**src/rtl/rx_sample_packer.sv**
```systemverilog
// Frames RX DSP samples into SOF/EOF packets and buffers them in a show-ahead FIFO; optional RX_PACKER_OVF_COUNT_EN adds a saturating overflow counter.
// Latency: a strobe at cycle N reaches data_o with src_rdy_o=1 at N+1 when the FIFO was empty.
// Backpressure: dst_rdy_i low fills the FIFO; a strobe while full drops the sample, stops the core and closes the open packet.

module rx_packer_fifo #(
    parameter int W  = 34,
    parameter int AW = 4
) (
    input  logic          clk,
    input  logic          rst,
    input  logic          push,
    input  logic [W-1:0]  push_dat,
    input  logic          pop,
    output logic [W-1:0]  pop_dat,
    output logic [AW:0]   count,
    output logic          empty,
    output logic          full
);
    localparam int DEPTH = 1 << AW;
    localparam logic [AW:0] FULL_CNT = {1'b1, {AW{1'b0}}};

    logic [W-1:0]  mem [DEPTH];
    logic [AW-1:0] wr_ptr;
    logic [AW-1:0] rd_ptr;

    // Caller only pushes when not full and pops when not empty.
    always_ff @(posedge clk) begin
        if (rst) begin
            wr_ptr <= '0;
            rd_ptr <= '0;
            count  <= '0;
        end else begin
            if (push) wr_ptr <= wr_ptr + 1'b1;
            if (pop)  rd_ptr <= rd_ptr + 1'b1;
            case ({push, pop})
                2'b10:   count <= count + 1'b1;
                2'b01:   count <= count - 1'b1;
                default: count <= count;
            endcase
        end
    end

    always_ff @(posedge clk) begin
        if (push) mem[wr_ptr] <= push_dat;
    end

    assign pop_dat = mem[rd_ptr];
    assign empty   = (count == '0);
    assign full    = (count == FULL_CNT);
endmodule

module rx_sample_packer #(
    parameter int BASE    = 176,
    parameter int FIFO_AW = 4
) (
    input  logic        clk,
    input  logic        rst,
    input  logic        set_stb,
    input  logic [7:0]  set_addr,
    input  logic [31:0] set_data,
    input  logic [31:0] sample,
    input  logic        strobe,
    output logic        run,
    output logic [33:0] data_o,
    output logic        src_rdy_o,
    input  logic        dst_rdy_i,
    output logic        overflow,
    output logic [15:0] ovf_count,
    output logic [31:0] debug
);
    typedef enum logic [1:0] {
        ST_IDLE  = 2'd0,
        ST_RUN   = 2'd1,
        ST_FLUSH = 2'd2
    } state_t;

    localparam logic [7:0] ADDR_SPP = BASE[7:0];
    localparam logic [7:0] ADDR_CMD = ADDR_SPP + 8'd1;

    state_t        state, state_next;
    logic [15:0]   spp_reg, spp_cur, pkt_cnt;
    logic [15:0]   spp_sel, spp_lim;
    logic          continuous;
    logic [27:0]   nsamps_rem;
    logic          sof_pending, stop_pending, run_q;

    logic          wr_spp, wr_cmd, cmd_start, cmd_cont, start_ok;
    logic [27:0]   cmd_nsamps;
    logic          pkt_last, burst_last, samp_eof;
    logic          push, samp_push, ovf_evt, accept_start, pop;
    logic [33:0]   push_dat;
    logic [FIFO_AW:0] fifo_cnt;
    logic          fifo_empty, fifo_full;
    logic          unused_cmd_bits;

    assign wr_spp     = set_stb && (set_addr == ADDR_SPP);
    assign wr_cmd     = set_stb && (set_addr == ADDR_CMD);
    assign cmd_start  = set_data[31];
    assign cmd_cont   = set_data[30];
    assign cmd_nsamps = set_data[27:0];
    assign start_ok   = wr_cmd && cmd_start && (cmd_cont || (cmd_nsamps != 28'd0));
    assign unused_cmd_bits = &{1'b0, set_data[29:28]};

    // Packet length is sampled at SOF, so an spp write mid-packet waits for the next one.
    assign spp_sel    = sof_pending ? spp_reg : spp_cur;
    assign spp_lim    = (spp_sel == 16'd0) ? 16'd1 : spp_sel;
    assign pkt_last   = (({1'b0, pkt_cnt} + 17'd1) == {1'b0, spp_lim});
    assign burst_last = !continuous && (nsamps_rem == 28'd1);
    assign samp_eof   = pkt_last || burst_last;

    always_ff @(posedge clk) begin
        if (rst) state <= ST_IDLE;
        else     state <= state_next;
    end

    always_comb begin
        state_next   = state;
        push         = 1'b0;
        samp_push    = 1'b0;
        push_dat     = '0;
        ovf_evt      = 1'b0;
        accept_start = 1'b0;
        case (state)
            ST_IDLE: begin
                if (start_ok) begin
                    accept_start = 1'b1;
                    state_next   = ST_RUN;
                end
            end
            ST_RUN: begin
                if (strobe) begin
                    // Registered count: a pop this cycle does not make room.
                    if (fifo_full) begin
                        ovf_evt    = 1'b1;
                        state_next = ST_FLUSH;
                    end else begin
                        push      = 1'b1;
                        samp_push = 1'b1;
                        push_dat  = {samp_eof, sof_pending, sample};
                        if (samp_eof && (burst_last || stop_pending))
                            state_next = ST_IDLE;
                    end
                end
            end
            ST_FLUSH: begin
                if (!sof_pending) begin
                    if (!fifo_full) begin
                        push     = 1'b1;
                        push_dat = {1'b1, 1'b0, 32'h0};
                    end
                end else if (fifo_empty) begin
                    state_next = ST_IDLE;
                end
            end
            default: state_next = ST_IDLE;
        endcase
    end

    always_ff @(posedge clk) begin
        if (rst) begin
            run_q        <= 1'b0;
            overflow     <= 1'b0;
            spp_reg      <= 16'd0;
            spp_cur      <= 16'd0;
            pkt_cnt      <= 16'd0;
            continuous   <= 1'b0;
            nsamps_rem   <= 28'd0;
            sof_pending  <= 1'b0;
            stop_pending <= 1'b0;
        end else begin
            run_q    <= (state_next == ST_RUN);
            overflow <= ovf_evt;
            if (wr_spp) spp_reg <= set_data[15:0];

            if (accept_start) begin
                continuous  <= cmd_cont;
                nsamps_rem  <= cmd_nsamps;
                sof_pending <= 1'b1;
                pkt_cnt     <= 16'd0;
            end else if (samp_push) begin
                nsamps_rem  <= nsamps_rem - 28'd1;
                if (sof_pending) spp_cur <= spp_reg;
                sof_pending <= samp_eof;
                pkt_cnt     <= samp_eof ? 16'd0 : pkt_cnt + 16'd1;
            end else if ((state == ST_FLUSH) && push) begin
                sof_pending <= 1'b1;
            end

            if (state_next != ST_RUN)
                stop_pending <= 1'b0;
            else if ((state == ST_RUN) && wr_cmd && !cmd_start)
                stop_pending <= 1'b1;
        end
    end

`ifdef RX_PACKER_OVF_COUNT_EN
    logic [15:0] ovf_cnt_q;

    always_ff @(posedge clk) begin
        if (rst || accept_start)
            ovf_cnt_q <= 16'h0000;
        else if (ovf_evt && (ovf_cnt_q != 16'hFFFF))
            ovf_cnt_q <= ovf_cnt_q + 16'd1;
    end

    assign ovf_count = ovf_cnt_q;
`else
    assign ovf_count = 16'h0000;
`endif

    rx_packer_fifo #(.W(34), .AW(FIFO_AW)) u_fifo (
        .clk      (clk),
        .rst      (rst),
        .push     (push),
        .push_dat (push_dat),
        .pop      (pop),
        .pop_dat  (data_o),
        .count    (fifo_cnt),
        .empty    (fifo_empty),
        .full     (fifo_full)
    );

    assign src_rdy_o = !fifo_empty;
    assign pop       = src_rdy_o && dst_rdy_i;
    assign run       = run_q;
    assign debug     = {{(25 - FIFO_AW){1'b0}}, state, fifo_cnt,
                        sof_pending, stop_pending, run_q, strobe};
endmodule

```
**config.mk**
```make
export PLATFORM = sky130hd
export DESIGN_NAME = rx_sample_packer
export DESIGN_NICKNAME = d
export VERILOG_FILES = /design/src/rtl/rx_sample_packer.sv
export SDC_FILE = /design/constraint.sdc
export NUM_CORES = 1
export LEC_CHECK = 0
export ABC_AREA = 1
export BUFFER_PORTS_ARGS = -buffer_cell sky130_fd_sc_hd__buf_4
export CORE_ASPECT_RATIO = 0.75
export CORE_UTILIZATION = 30
export CTS_BUF_LIST = sky130_fd_sc_hd__clkbuf_16
export DETAILED_ROUTE_END_ITERATION = 6
export GPL_TIMING_DRIVEN = 0
export HOLD_SLACK_MARGIN = 0.08
export PLACE_DENSITY = 0.51
export SLEW_MARGIN = 20
export SYNTH_ARGS = -nofsm -noshare
export SYNTH_HDL_FRONTEND = slang
export SYNTH_SLANG_ARGS = --single-unit
```
**constraint.sdc**
```tcl
create_clock -name clk -period 12.9 [get_ports clk]
set_clock_uncertainty 0.15 [all_clocks]
set_input_delay 0 -clock clk [delete_from_list [all_inputs] [get_ports clk]]
set_output_delay 0 -clock clk [all_outputs]
set_load 0.005 [all_outputs]
```
==> impl_metrics.yaml <==
drt:
  drt_wl_total_mm: 92.11
  vias: 20540
  routed_via_density: 4.989
  first_pass_iters: 6
  post_drt_wl_per_cell_um: 22.37
  ant_nets: 0
  drc_errors: 0
  drt_iter0_markers: 2147
setup_path:
  cp_data_arrival_time_ns: 3.99
  cp_slowest_cell: "buf_1"
  cp_num_buf_inv: 4
  cp-start-kind: "flip-flop"
  timing.reg2reg.setup_slack_ns: 8.77
  worstSetupPathType: "reg2out"
  crit_path_end_kind: "output port"
  max_stage_delay_ns: 0.75
  crit_fanout: 10
  cpMostUsedCell: "clkbuf_1"
  cp.required_ns: 12.75
  cp_cell_sequence: "clkbuf_1 -> clkbuf_1 -> buf_1 -> a21oi_1 -> o21ai_0 -> o211ai_1 -> nand3_1 -> nand2_1 -> buf_4"
  critPathTopFamily: "buffers and inverters"
clock_tree:
  tritoncts: "yes"
  insertion_delay_ns: 0.62
  h-tree-depth: 3
  post_cts_buffers: 0
  cts_num_sinks: 644
  cts_resized: 0
  cts.clk_slew.worst_paths_ns: 0.06
  cts_buffers: 70
  cts_root_buf: "clkbuf_16"
  clockBufferDepth: 3
floorplan:
  fp.dieArea_um2: 94650
  die_w_um: 354.9
  fp.dieH_um: 266.7
  placementRows: 96
  core_region_area_um2: 92010
  ios: 162
  initial_utilization: 0.3046
final_layout:
  fin_cells: 4118
  largest_reg_flops: 544
  largestRegisters: "u_fifo.mem: 544 flops, nsamps_rem: 28 flops"
  nets: 2943
  multi_input_area_um2: 7940
  regArea_um2: 18340
  area_growth_pct: 22.88
  largest_register: "u_fifo.mem"
  drive_above_1_share: 0.1386
  n_fill_cell: 8997
  diodes: 0
job:
  drv_cap: 0
sta:
  fin_crit_sh: 0.3210
  relSlewSlack: 0.2058
  setup-violations-final: 0
  min_period_ns: 4.141
  worst_pin_slew_ns: 1.191
  rsz0062_at_grt: "no"
  final-max-slew-violation-count: 0
  hold_violations: 0
  fin_setup_tns_ns: 0
  fmax_mhz: 241.5
synth:
  syn_inst: 2462
  synth.cell_area_um2: 28020
  synth_top_cell_by_area: "edfxtp_1"
  synth_edf_count: 544
  synth_ff_type: "edfxtp_1"
  yosysWarningCount: 0
  synth.top_cell.area_share: 0.5830
  synth.avg_cell_area_um2: 11.38
  ys_async_sr_fraction: 0
  synth.distinct_cells: 47
  ys_top_cells_by_area: "edfxtp_1, dfxtp_1, mux2i_1"
  yosys_register_bits: 644
  seq_area_frac_synth: 0.6544
place:
  dp.cells: 3907
  gp_congestion: 0.8814
  portBuffers: 122
  hpwlAfterDp_mm: 63.53
worst_hold_path:
  hold_path.class: "in2reg"
global_route:
  grt_max_degree: 19
  grt_pass1_vias: 19980
  antenna_found_initial: 1
  grt_pass1_wl_mm: 133.5
  overflow: 0
  grt.total_usage: 0.1925
pwr:
  p_leak_nw: 13.02
  p_per_area_nw_per_um2: 162.2
  ir_worst_vdd_v: 0.00008136
status:
  outcome: "complete, no violations"
[power by group]
part	switching, W	leakage, nW	total (W)	internal (W)
Combinational	0.00101	6.26	0.00152	0.000517
Sequential	0.0000147	5.72	0.00225	0.00224
Clock	0.000816	1.04	0.00181	0.000994
Total	0.00184	13.0	0.00558	0.00375
[routing by layer]
metal  track usage  vias to the layer above  part of all wire
met3       0.03740                      127             0.083
met1        0.2819                    10230              0.46
met4       0.04555                        0             0.023
met5             0                        -                 0
met2        0.2913                      818              0.43
li1              -                     9370                 -
[area by class of cell]
type                    instances  share of cell area
plain buffers                 168             0.02431
clock buffers                  71             0.05160
clock inverters                45            0.006468
inverters                     310             0.03387
multi-input cells            1376              0.2306
flip-flops and latches        644              0.5326
well taps                    1225             0.04451
repair buffers                279             0.07609
[cells in the mapped netlist, types with 2 or more instances]
library cell / instances
a21oi_1: 193
buf_1: 11
buf_4: 42
clkinv_1: 2
nand3_2: 3
a211oi_1: 3
mux2i_1: 136
nor2_1: 132
nand3b_1: 2
inv_1: 304
buf_2: 16
o221ai_1: 6
clkbuf_1: 96
buf_6: 3
xor2_1: 20
nand2_1: 265
nor4_1: 10
xnor2_1: 12
nand3_1: 93
nand4_1: 12
a31oi_1: 6
dfxtp_1: 100
inv_2: 3
a21oi_2: 6
o21ai_0: 228
nor3_1: 19
or2_2: 2
nand2_2: 13
o211ai_1: 139
a22oi_1: 2
nor2_4: 5
edfxtp_1: 544
nor2_2: 5
ha_1: 16
[what timing repair did]
action	4_1_cts	5_1_grt
endpoints found under the setup margin	0	0
hold buffers	94	0
endpoints found under the hold margin	599	0
[worst register-to-register path: cells and delay by family (launching register included)]
kind | cells | cell delay [ns]
and+or+nand+nor | 5 | 1.55
adders and majority gates | 1 | 0.26
DFF | 1 | 0.44
buffers and inverters | 7 | 1.43
[through the flow]
| step | hold WS, ns | util | total power (W) | area, um2 | setup slack (ns) |
|---|---|---|---|---|---|
| 6_report | 0.1231 | 0.3742 | 0.005585 | 34430 | 8.759 |
| 5_1_grt | 0.1371 | 0.3742 | 0.005820 | 34430 | 8.543 |
| 4_1_cts | 0.08767 | 0.3740 | 0.005610 | 34410 | 8.781 |
| 3_5_place_dp | 0.1283 | 0.3420 | 0.003796 | 31470 | 8.867 |
| 3_3_place_gp | 0.1145 | 0.3326 | 0.003783 | 30610 | 4.404 |
| 2_1_floorplan | -0.06918 | - | 0.003100 | 28160 | 8.473 |
[cells in the final DEF (no fill, tap or decap), drive strengths merged, types with 19 or more instances in the layout]
cell / synthesis / layout
nand3: 96 / 96
dfxtp: 100 / 100
mux2i: 136 / 136
clkinv: 2 / 26
o211ai: 139 / 139
buf: 72 / 257
o21ai: 229 / 229
edfxtp: 544 / 544
conb: 1 / 37
dlygate4sd3: 0 / 94
clkbuf: 96 / 167
nor2: 142 / 142
nor3: 19 / 19
xor2: 20 / 20
a21oi: 199 / 199
nand2: 278 / 278
inv: 308 / 328
[final timing paths]
check,from,depth (start not counted),end
worst max-delay path,flip-flop,9,data_o[14]
worst min-delay path,set_data[4],4,spp_reg[4]$_SDFFE_PP0P_
worst max register to register,state[0]$_SDFF_PP0_,13,u_fifo.mem[0][18]$_DFFE_PP_
worst min register to register,spp_reg[13]$_SDFFE_PP0P_,2,spp_reg[13]$_SDFFE_PP0P_
[kinds of logic (layout without fill, tap and decap cells)]
logic type | count (synthesis) | count (layout) | synth area share
fa+ha+maj | 17 | 17 | 0.007859
compound gates | 587 | 587 | 0.1199
mux | 136 | 136 | 0.04858
other cells | 1 | 37 | 0.0001338
flops | 644 | 644 | 0.6544
simple gates | 567 | 567 | 0.08787
xor+xnor | 32 | 32 | 0.01000
buf+inv | 478 | 873 | 0.07126
(Power assumes the default switching activity.)
